<file path="src/rtl/door_idol_rect_ctrl.sv">
// door_idol_rect_ctrl: hit test, offsets and door/idol game state for one
// 32x32 tile. Optional idol blink when DOOR_IDOL_BLINK_EN is defined.
//
// Ports:
//   clk, resetN            clock, async active-low reset
//   pixelX, pixelY         current VGA pixel (11b)
//   startOfFrame           frame pulse; latches topLeftX/Y, steps state
//   topLeftX, topLeftY     requested object position (11b)
//   brickDestroyed         pulse: door uncovered
//   enemiesCleared         pulse: idol released
//   playerHit              level: player touches object
//   InsideRectangle        pixel inside visible object (1 clk latency)
//   offsetX, offsetY       pixel - latched top-left, 0 when outside
//   select                 bitmap select, 0 door / 1 idol
//   idolCollected          1-clk pulse on pickup
//   levelDone              sticky after pickup until reset
module door_idol_rect_ctrl #(
    parameter int OBJ_BITS     = 5,
    parameter int BLINK_FRAMES = 16
) (
    input  logic        clk,
    input  logic        resetN,
    input  logic [10:0] pixelX,
    input  logic [10:0] pixelY,
    input  logic        startOfFrame,
    input  logic [10:0] topLeftX,
    input  logic [10:0] topLeftY,
    input  logic        brickDestroyed,
    input  logic        enemiesCleared,
    input  logic        playerHit,
    output logic        InsideRectangle,
    output logic [10:0] offsetX,
    output logic [10:0] offsetY,
    output logic        select,
    output logic        idolCollected,
    output logic        levelDone
);

    localparam logic [11:0] OBJ_SIZE = 12'(1 << OBJ_BITS);

    typedef enum logic [1:0] {
        HIDDEN,
        DOOR,
        IDOL,
        COLLECTED
    } state_t;

    state_t      state;
    logic [10:0] tl_x;
    logic [10:0] tl_y;
    logic        pend_brick;
    logic        pend_enemies;

    logic [11:0] end_x;
    logic [11:0] end_y;
    logic        in_x;
    logic        in_y;
    logic        visible;
    logic        blank;
    logic        hit;
    logic        take_brick;
    logic        take_enemies;
    logic        events_on;

`ifdef DOOR_IDOL_BLINK_EN
    logic [4:0] frame_cnt;

    // Odd blocks of BLINK_FRAMES frames are the "off" half of the blink.
    always_comb begin
        blank = (state == IDOL) &&
                (((int'(frame_cnt) / BLINK_FRAMES) % 2) != 0);
    end

    always_ff @(posedge clk or negedge resetN) begin
        if (!resetN)
            frame_cnt <= '0;
        else if (state != IDOL)
            frame_cnt <= '0;
        else if (startOfFrame)
            frame_cnt <= frame_cnt + 5'd1;
    end
`else
    // Steady idol: never blanked.
    always_comb begin
        blank = (BLINK_FRAMES < 0);
    end
`endif

    // 12-bit compare so tl+32 past 2047 clips instead of wrapping.
    always_comb begin
        end_x        = {1'b0, tl_x} + OBJ_SIZE;
        end_y        = {1'b0, tl_y} + OBJ_SIZE;
        in_x         = ({1'b0, pixelX} >= {1'b0, tl_x}) &&
                       ({1'b0, pixelX} < end_x);
        in_y         = ({1'b0, pixelY} >= {1'b0, tl_y}) &&
                       ({1'b0, pixelY} < end_y);
        visible      = (state == DOOR) || (state == IDOL);
        hit          = in_x && in_y && visible && !blank;
        take_brick   = startOfFrame && (state == HIDDEN) && pend_brick;
        take_enemies = startOfFrame && (state == DOOR) && pend_enemies;
        events_on    = (state != COLLECTED);
    end

    always_ff @(posedge clk or negedge resetN) begin
        if (!resetN) begin
            state           <= HIDDEN;
            tl_x            <= '0;
            tl_y            <= '0;
            pend_brick      <= 1'b0;
            pend_enemies    <= 1'b0;
            InsideRectangle <= 1'b0;
            offsetX         <= '0;
            offsetY         <= '0;
            select          <= 1'b0;
            idolCollected   <= 1'b0;
            levelDone       <= 1'b0;
        end else begin
            if (startOfFrame) begin
                tl_x <= topLeftX;
                tl_y <= topLeftY;
            end

            InsideRectangle <= hit;
            offsetX         <= hit ? pixelX - tl_x : '0;
            offsetY         <= hit ? pixelY - tl_y : '0;
            select          <= (state == IDOL);
            idolCollected   <= 1'b0;

            // A pulse landing on the consuming frame edge re-arms the flag.
            pend_brick   <= (pend_brick & ~take_brick) |
                            (brickDestroyed & events_on);
            pend_enemies <= (pend_enemies & ~take_enemies) |
                            (enemiesCleared & events_on);

            unique case (state)
                HIDDEN: if (take_brick) state <= DOOR;
                DOOR:   if (take_enemies) state <= IDOL;
                IDOL: begin
                    if (playerHit) begin
                        state         <= COLLECTED;
                        idolCollected <= 1'b1;
                        levelDone     <= 1'b1;
                    end
                end
                COLLECTED: state <= COLLECTED;
            endcase
        end
    end

endmodule

</file>
<file path="config.mk">
export PLATFORM = sky130hd
export DESIGN_NAME = door_idol_rect_ctrl
export DESIGN_NICKNAME = d
export VERILOG_FILES = /design/src/rtl/door_idol_rect_ctrl.sv
export SDC_FILE = /design/constraint.sdc
export NUM_CORES = 1
export LEC_CHECK = 0
export CORE_UTILIZATION = 40
export CTS_CLUSTER_DIAMETER = 100
export DETAILED_ROUTE_END_ITERATION = 10
export PLACE_DENSITY_LB_ADDON = 0.1
export SETUP_SLACK_MARGIN = 0.5
export SLEW_MARGIN = 15
export SYNTH_ARGS = -nofsm -noshare
export SYNTH_HDL_FRONTEND = slang
export SYNTH_SLANG_ARGS = --single-unit
</file>
<file path="constraint.sdc">
create_clock -name clk -period 3.3 [get_ports clk]
set_input_delay 0.495 -clock clk [delete_from_list [all_inputs] [get_ports clk]]
set_output_delay 0.495 -clock clk [all_outputs]
set_load 0.03 [all_outputs]
</file>
==> results of run 1 <==
cells by family after synthesis:
kind of cell / Yosys count / synth area share [%]
simple gates: 98 / 14.4
xor+xnor: 19 / 5.02
fa+ha+maj: 43 / 16.7
flops: 52 / 39.2
buf+inv: 47 / 5.62
mux: 3 / 0.981
compound gates: 91 / 18.0
worst max path at each step:
| stage | startpoint | end | slack [ps] | cells after the start |
|---|---|---|---|---|
| floorplan | pixelX[0] | offsetX[10] | 630 | 10 |
| global placement | pixelX[0] | offsetX[10] | 150 | 11 |
| detailed placement | pixelY[0] | offsetY[9] | 80 | 12 |
| CTS | pixelX[0] | offsetX[10] | 520 | 11 |
| global route | pixelX[0] | offsetX[10] | 460 | 11 |
| finish | pixelX[0] | offsetX[10] | 560 | 11 |
worst max-delay path, cell delays in order:
cell and delay [ps]:
clkdlybuf4s50_1 400, inv_1 60, ha_2 180, inv_1 70
fa_2 380, a211oi_2 230, nor2_2 100, a21oi_2 160
o21ai_1 90, or4b_2 650, a31oi_2 150
what timing repair did:
action	4_1_cts	5_1_grt
gates cloned	0	2
resized for setup	5	21
setup endpoints to repair	13	22
pin swaps	3	12
buffers inserted	0	5
flip-flops by register name, summed over array words and instances (netlist names):
register and flops:
tl_x 11, InsideRectangle 1, select 1, state 2, levelDone 1, offsetX 11, offsetY 11, tl_y 11
pend_enemies 1, pend_brick 1, idolCollected 1
stage by stage:
step	utilization (%)	hold slack [ps]	setup slack [ps]
finish	57.0	182	564
global route	57.0	215	463
CTS	54.8	197	519
detailed placement	53.0	462	82.2
global placement	53.0	457	148
floorplan	-	199	632
synth_stat cells, drive strengths merged, types with 3 or more instances:
cell    number
buf          3
o21ai       31
inv         37
a211oi       5
a31oi        6
nand2       31
nand3       10
xnor2       15
nor2        23
o21a         3
clkbuf       7
dfrtp       52
xor2         4
nor4         3
ha          41
a21o        12
nor3        10
a21oi       16
nand4        5
layout make-up:
class	count	area, sq um	area share (%)
Multi-Input combinational cell	254	1910	42.4
Sequential cell	52	1300	29.0
Timing Repair Buffer	87	891	19.8
Inverter	37	139	3.09
Tap cell	102	128	2.84
Clock buffer	5	68.8	1.53
Clock inverter	2	60.1	1.34
per-layer routing:
layer / wire (microns) / vias to the layer above / global-route usage [%] / share of wire (%)
li1: - / 1409 / - / -
met1: 3570 / 1262 / 24.0 / 49
met2: 3390 / 54 / 28.0 / 47
met3: 242 / 5 / 2.93 / 3.3
met4: 70 / 0 / 4.23 / 0.96
met5: 0 / - / 0 / 0
power groups by stage:
| stage | registers [W] | logic [W] | clock network (W) |
|---|---|---|---|
| after floorplan | 0.000688 | 0.000326 | 0 |
| after global placement | 0.000691 | 0.000471 | 0 |
| after detailed placement | 0.000692 | 0.000475 | 0 |
| after CTS | 0.000680 | 0.000484 | 0.000526 |
| after global routing | 0.000683 | 0.000570 | 0.000545 |
| final | 0.000680 | 0.000507 | 0.000502 |
==> results.cfg, run 1 <==
[clocking]
clock_sinks = 52
numCtsBuffers = 5
clockRootBuffer = clkbuf_8
clkTransAtPathRegs_ps = 90
cts_tree = done
worstSkewPairLatency_ps = 300
ctsHoldBuffers = 0
clockBufferDepth = 2
ctsHtreeMaxLevel = 2

[finish]
area_growth_pct = 35.5
diodes = 0
mostFrequentLayoutCells = 72 x clkdlybuf4s50_1, 52 x dfrtp_1, 37 x ha_1, 36 x inv_1, 31 x nand2_1
instances_no_fill = 539
fillCellCount = 717
finalInstanceArea_sq_um = 4490
drive_above_1_share_pct = 11.0
final_common_cell = clkdlybuf4s50_1
nets = 530

[synth]
yosysSeqAreaShare_pct = 39.2
synth_cells = 353
yosys.area.top_type = dfrtp_1
synthesis.nets = 446
async_reset_ff_share_pct = 100
synth_area_sq_um = 3320
ys_warn_count = 0
synth-seq-cells = 52
netlist.area_leader.share_pct = 39.2
synth-edff-count = 0
syn_area_per_cell_sq_um = 9.39
synthTopCellsByArea = dfrtp_1 39%, ha_1 15%, o21ai_0 4.7%
synthFlopType = dfrtp_1
synth_cell_types = 53

[floorplan]
start_util_pct = 42.0
rows = 32
pin_count = 76
core_area_sq_um = 7890
die_h_microns = 93.0
die_area_sq_um = 8660
die_w_microns = 93.0

[worst_setup_path]
start_kind = primary input
reg2reg_slack_ps = 670
crit_type = in -> reg
cp_max_fo = 3
rr_worst_depth = 10
reg2reg_from = tl_y[0]
critPathCaptureType = register
reg2reg_to = offsetY[7]
required_ps = 3530
cp.arrival_ps = 2960

[power]
switching_share_pct = 28.6
p_int_w = 0.00120
pwr-share-seq_pct = 40.3
p_comb_share_pct = 30.0
p_leak_nw = 2.09
p_switching_w = 0.000483
power.total_w = 0.00169
clkPwrFrac_pct = 29.7
ir_drop_mv = 0.183
p_per_area_nw_per_um2 = 376

[placement]
post_dp_cell_area_sq_um = 4180
io_buffers = 75
dp.cells = 525
place_congestion = 0.792
dp_hpwl_microns = 5510

[global_routing]
grt.total_usage_pct = 17.3
grt_pass1_vias = 2676
antenna_found_initial = 0
grt_pass1_wl_microns = 12000
grt_max_degree = 43
gr-total-overflow = 0

[sta]
fin_skew_ps = 4.82
period_share_pct = 82.9
drv_slew = 0
tightestPinTransition_ps = 575
tns_ps = 0
setup_viol = 0
rsz0062_at_grt = false
finalHoldViolCount = 0
slew_headroom_pct = 61.6
fmax_mhz = 366
fin_crit_ps = 2740

[drt]
wire_per_inst_microns = 13.5
drc_errors = 0
vias = 2730
wl_microns = 7270
first_iter_violations = 86
dr.pass1.iters = 4
avgViaCountPerCell = 5.06
antenna_left = 0

[outcome]
status = finished clean

[run]
drv_cap = 0

[worst_hold_path]
hp-class = in -> async
No activity file was read; power rests on OpenSTA's default activity.
==> run 2: changes to the inputs <==
==> constraint.sdc (replaced) <==
create_clock -name clk -period 2.7 [get_ports clk]
set_input_delay 0.405 -clock clk [delete_from_list [all_inputs] [get_ports clk]]
set_output_delay 0.405 -clock clk [all_outputs]
set_load 0.03 [all_outputs]
==> run 2 against run 1 <==
Net effect:
- combinational power up 36%
- hold slack improved by 11 ps
- sequential share of layout area decreased by 0.83 points
- global-route usage up 0.93 points
- critical path type unchanged
- largest cell class unchanged
- highest routed layer unchanged
==> results.cfg, run 2 (synthesis results as in run 1) <==
[drt]
dr.pass1.iters = 5
antenna_left = 0
first_iter_violations = 115
wire_per_inst_microns = 12.9
wl_microns = 7280
vias = 2820
avgViaCountPerCell = 5.00
drc_errors = 0

[sta]
tightestPinTransition_ps = 649
rsz0062_at_grt = true
fin_hold_ws_ps = 193
tns_ps = 0
setup_viol = 0
drv_slew = 0
fin_skew_ps = 5.74
period_share_pct = 90.8
finalWorstSetupSlack_ps = 249
finalHoldViolCount = 0
fin_crit_ps = 2450
fmax_mhz = 408
slew_headroom_pct = 56.7

[clocking]
ctsHtreeMaxLevel = 2
cts_tree = done
worstSkewPairLatency_ps = 310
clockBufferDepth = 2
ctsHoldBuffers = 0
clock_sinks = 52
clkTransAtPathRegs_ps = 100
numCtsBuffers = 5
clockRootBuffer = clkbuf_8

[finish]
fillCellCount = 736
area_growth_pct = 39.7
drive_above_1_share_pct = 17.3
diodes = 0
register_area_sq_um = 1300
nets = 554
final_common_cell = clkdlybuf4s50_1
final_core_util_pct = 58.7
mostFrequentLayoutCells = 72 x clkdlybuf4s50_1, 51 x dfrtp_1, 38 x ha_1, 34 x buf_4, 33 x inv_1
multi_input_area_sq_um = 1930

[run]
drv_cap = 0

[power]
p_leak_nw = 2.17
power.total_w = 0.00197
ir_drop_mv = 0.188
p_per_area_nw_per_um2 = 425

[placement]
pre_cts_slack_ps = -442
place_congestion = 0.830
dp_hpwl_microns = 5710
io_buffers = 75

[outcome]
status = finished clean

[worst_setup_path]
crit_type = in -> reg
cp_max_fo = 11
critPathCaptureType = register
start_kind = primary input
required_ps = 2930
cp.arrival_ps = 2680

[global_routing]
grt_pass1_vias = 2773
gr-total-overflow = 0
antenna_found_initial = 0
grt_max_degree = 53
grt.total_usage_pct = 18.2
grt_pass1_wl_microns = 12600

[floorplan]
die_h_microns = 93.0
pin_count = 76
rows = 32
die_area_sq_um = 8660
core_area_sq_um = 7890
die_w_microns = 93.0
start_util_pct = 42.0

[worst_hold_path]
hp-class = in -> async
[run 2: changes by cell type in the layout (fill, tap and decap cells not counted), sizes merged]
cell	change
bufinv	-2
clkinvlp	+1
dlygate4sd2	+2
dlymetal6s2s	-2
clkinv	+1
buf	+26
clkbuf	-1
[run 2: layer usage]
metal | routed length [microns] | global-route usage, %
met3 | 291 | 2.93
met1 | 3550 | 24.9
met2 | 3380 | 30.1
met5 | 0 | 0
met4 | 48 | 4.49
[run 2: path summary, 6_finish.rpt]
| kind | end | slack (ps) | startpoint | cells past startpoint |
|---|---|---|---|---|
| hold reg to reg | levelDone | 470 | levelDone | 1 |
| setup / recovery | offsetX[10] | 250 | pixelY[0] | 12 |
| max in group asynchronous | tl_y[9] | 2020 | resetN | 2 |
| min in group clk | levelDone | 470 | levelDone | 1 |
| hold / removal | offsetY[10] | 190 | resetN | 2 |
| setup reg to reg | offsetX[10] | 250 | tl_x[5] | 10 |
[run 2: metrics by stage]
step                std cells  area (sq um)
floorplan                 353          3350
global placement          546          4370
detailed placement        546          4370
CTS                       558          4530
global route              564          4630
finish                    564          4630
[run 2: where the power goes]
part,internal (W),switching (W)
sequential,0.000810,0.0000196
combinational,0.000350,0.000339
clock,0.000185,0.000264
total,0.00134,0.000623
[run 2: worst max-delay path: stages]
cell           delay (ps)
dlygate4sd2_1         320
inv_12                 80
ha_4                  120
inv_2                  40
fa_2                  390
a211oi_2              240
o21bai_2              120
a2111oi_2             220
nor3_1                 80
or3_4                 390
buf_6                 160
a31oi_2               130
[run 2: timing repair]
action                                  4_1_cts  5_1_grt
pin swaps                                     8        5
hold endpoints to repair                      0        0
cloned                                        0        0
endpoints found under the setup margin       23       23
setup buffers                                 4        6
gates resized for setup                      13       13
[run 2: final cells by class]
type                            instances  area share (%)
Tap cell                              102            2.76
Clock inverter                          2           0.351
Multi-Input combinational cell        254            41.7
Clock buffer                            6            1.57
Sequential cell                        52            28.1
Inverter                               37            3.27
Timing Repair Buffer                  111            22.2
==> run 3: changes to the inputs <==
--- a/config.mk
+++ b/config.mk
@@ -7,6 +7,7 @@
 export LEC_CHECK = 0
 export CORE_UTILIZATION = 40
 export CTS_CLUSTER_DIAMETER = 100
+export CTS_CLUSTER_SIZE = 30
 export DETAILED_ROUTE_END_ITERATION = 10
 export PLACE_DENSITY_LB_ADDON = 0.1
 export SETUP_SLACK_MARGIN = 0.5
==> results of run 3 <==
Final layout, timing and power as in run 2 (identical DEF).
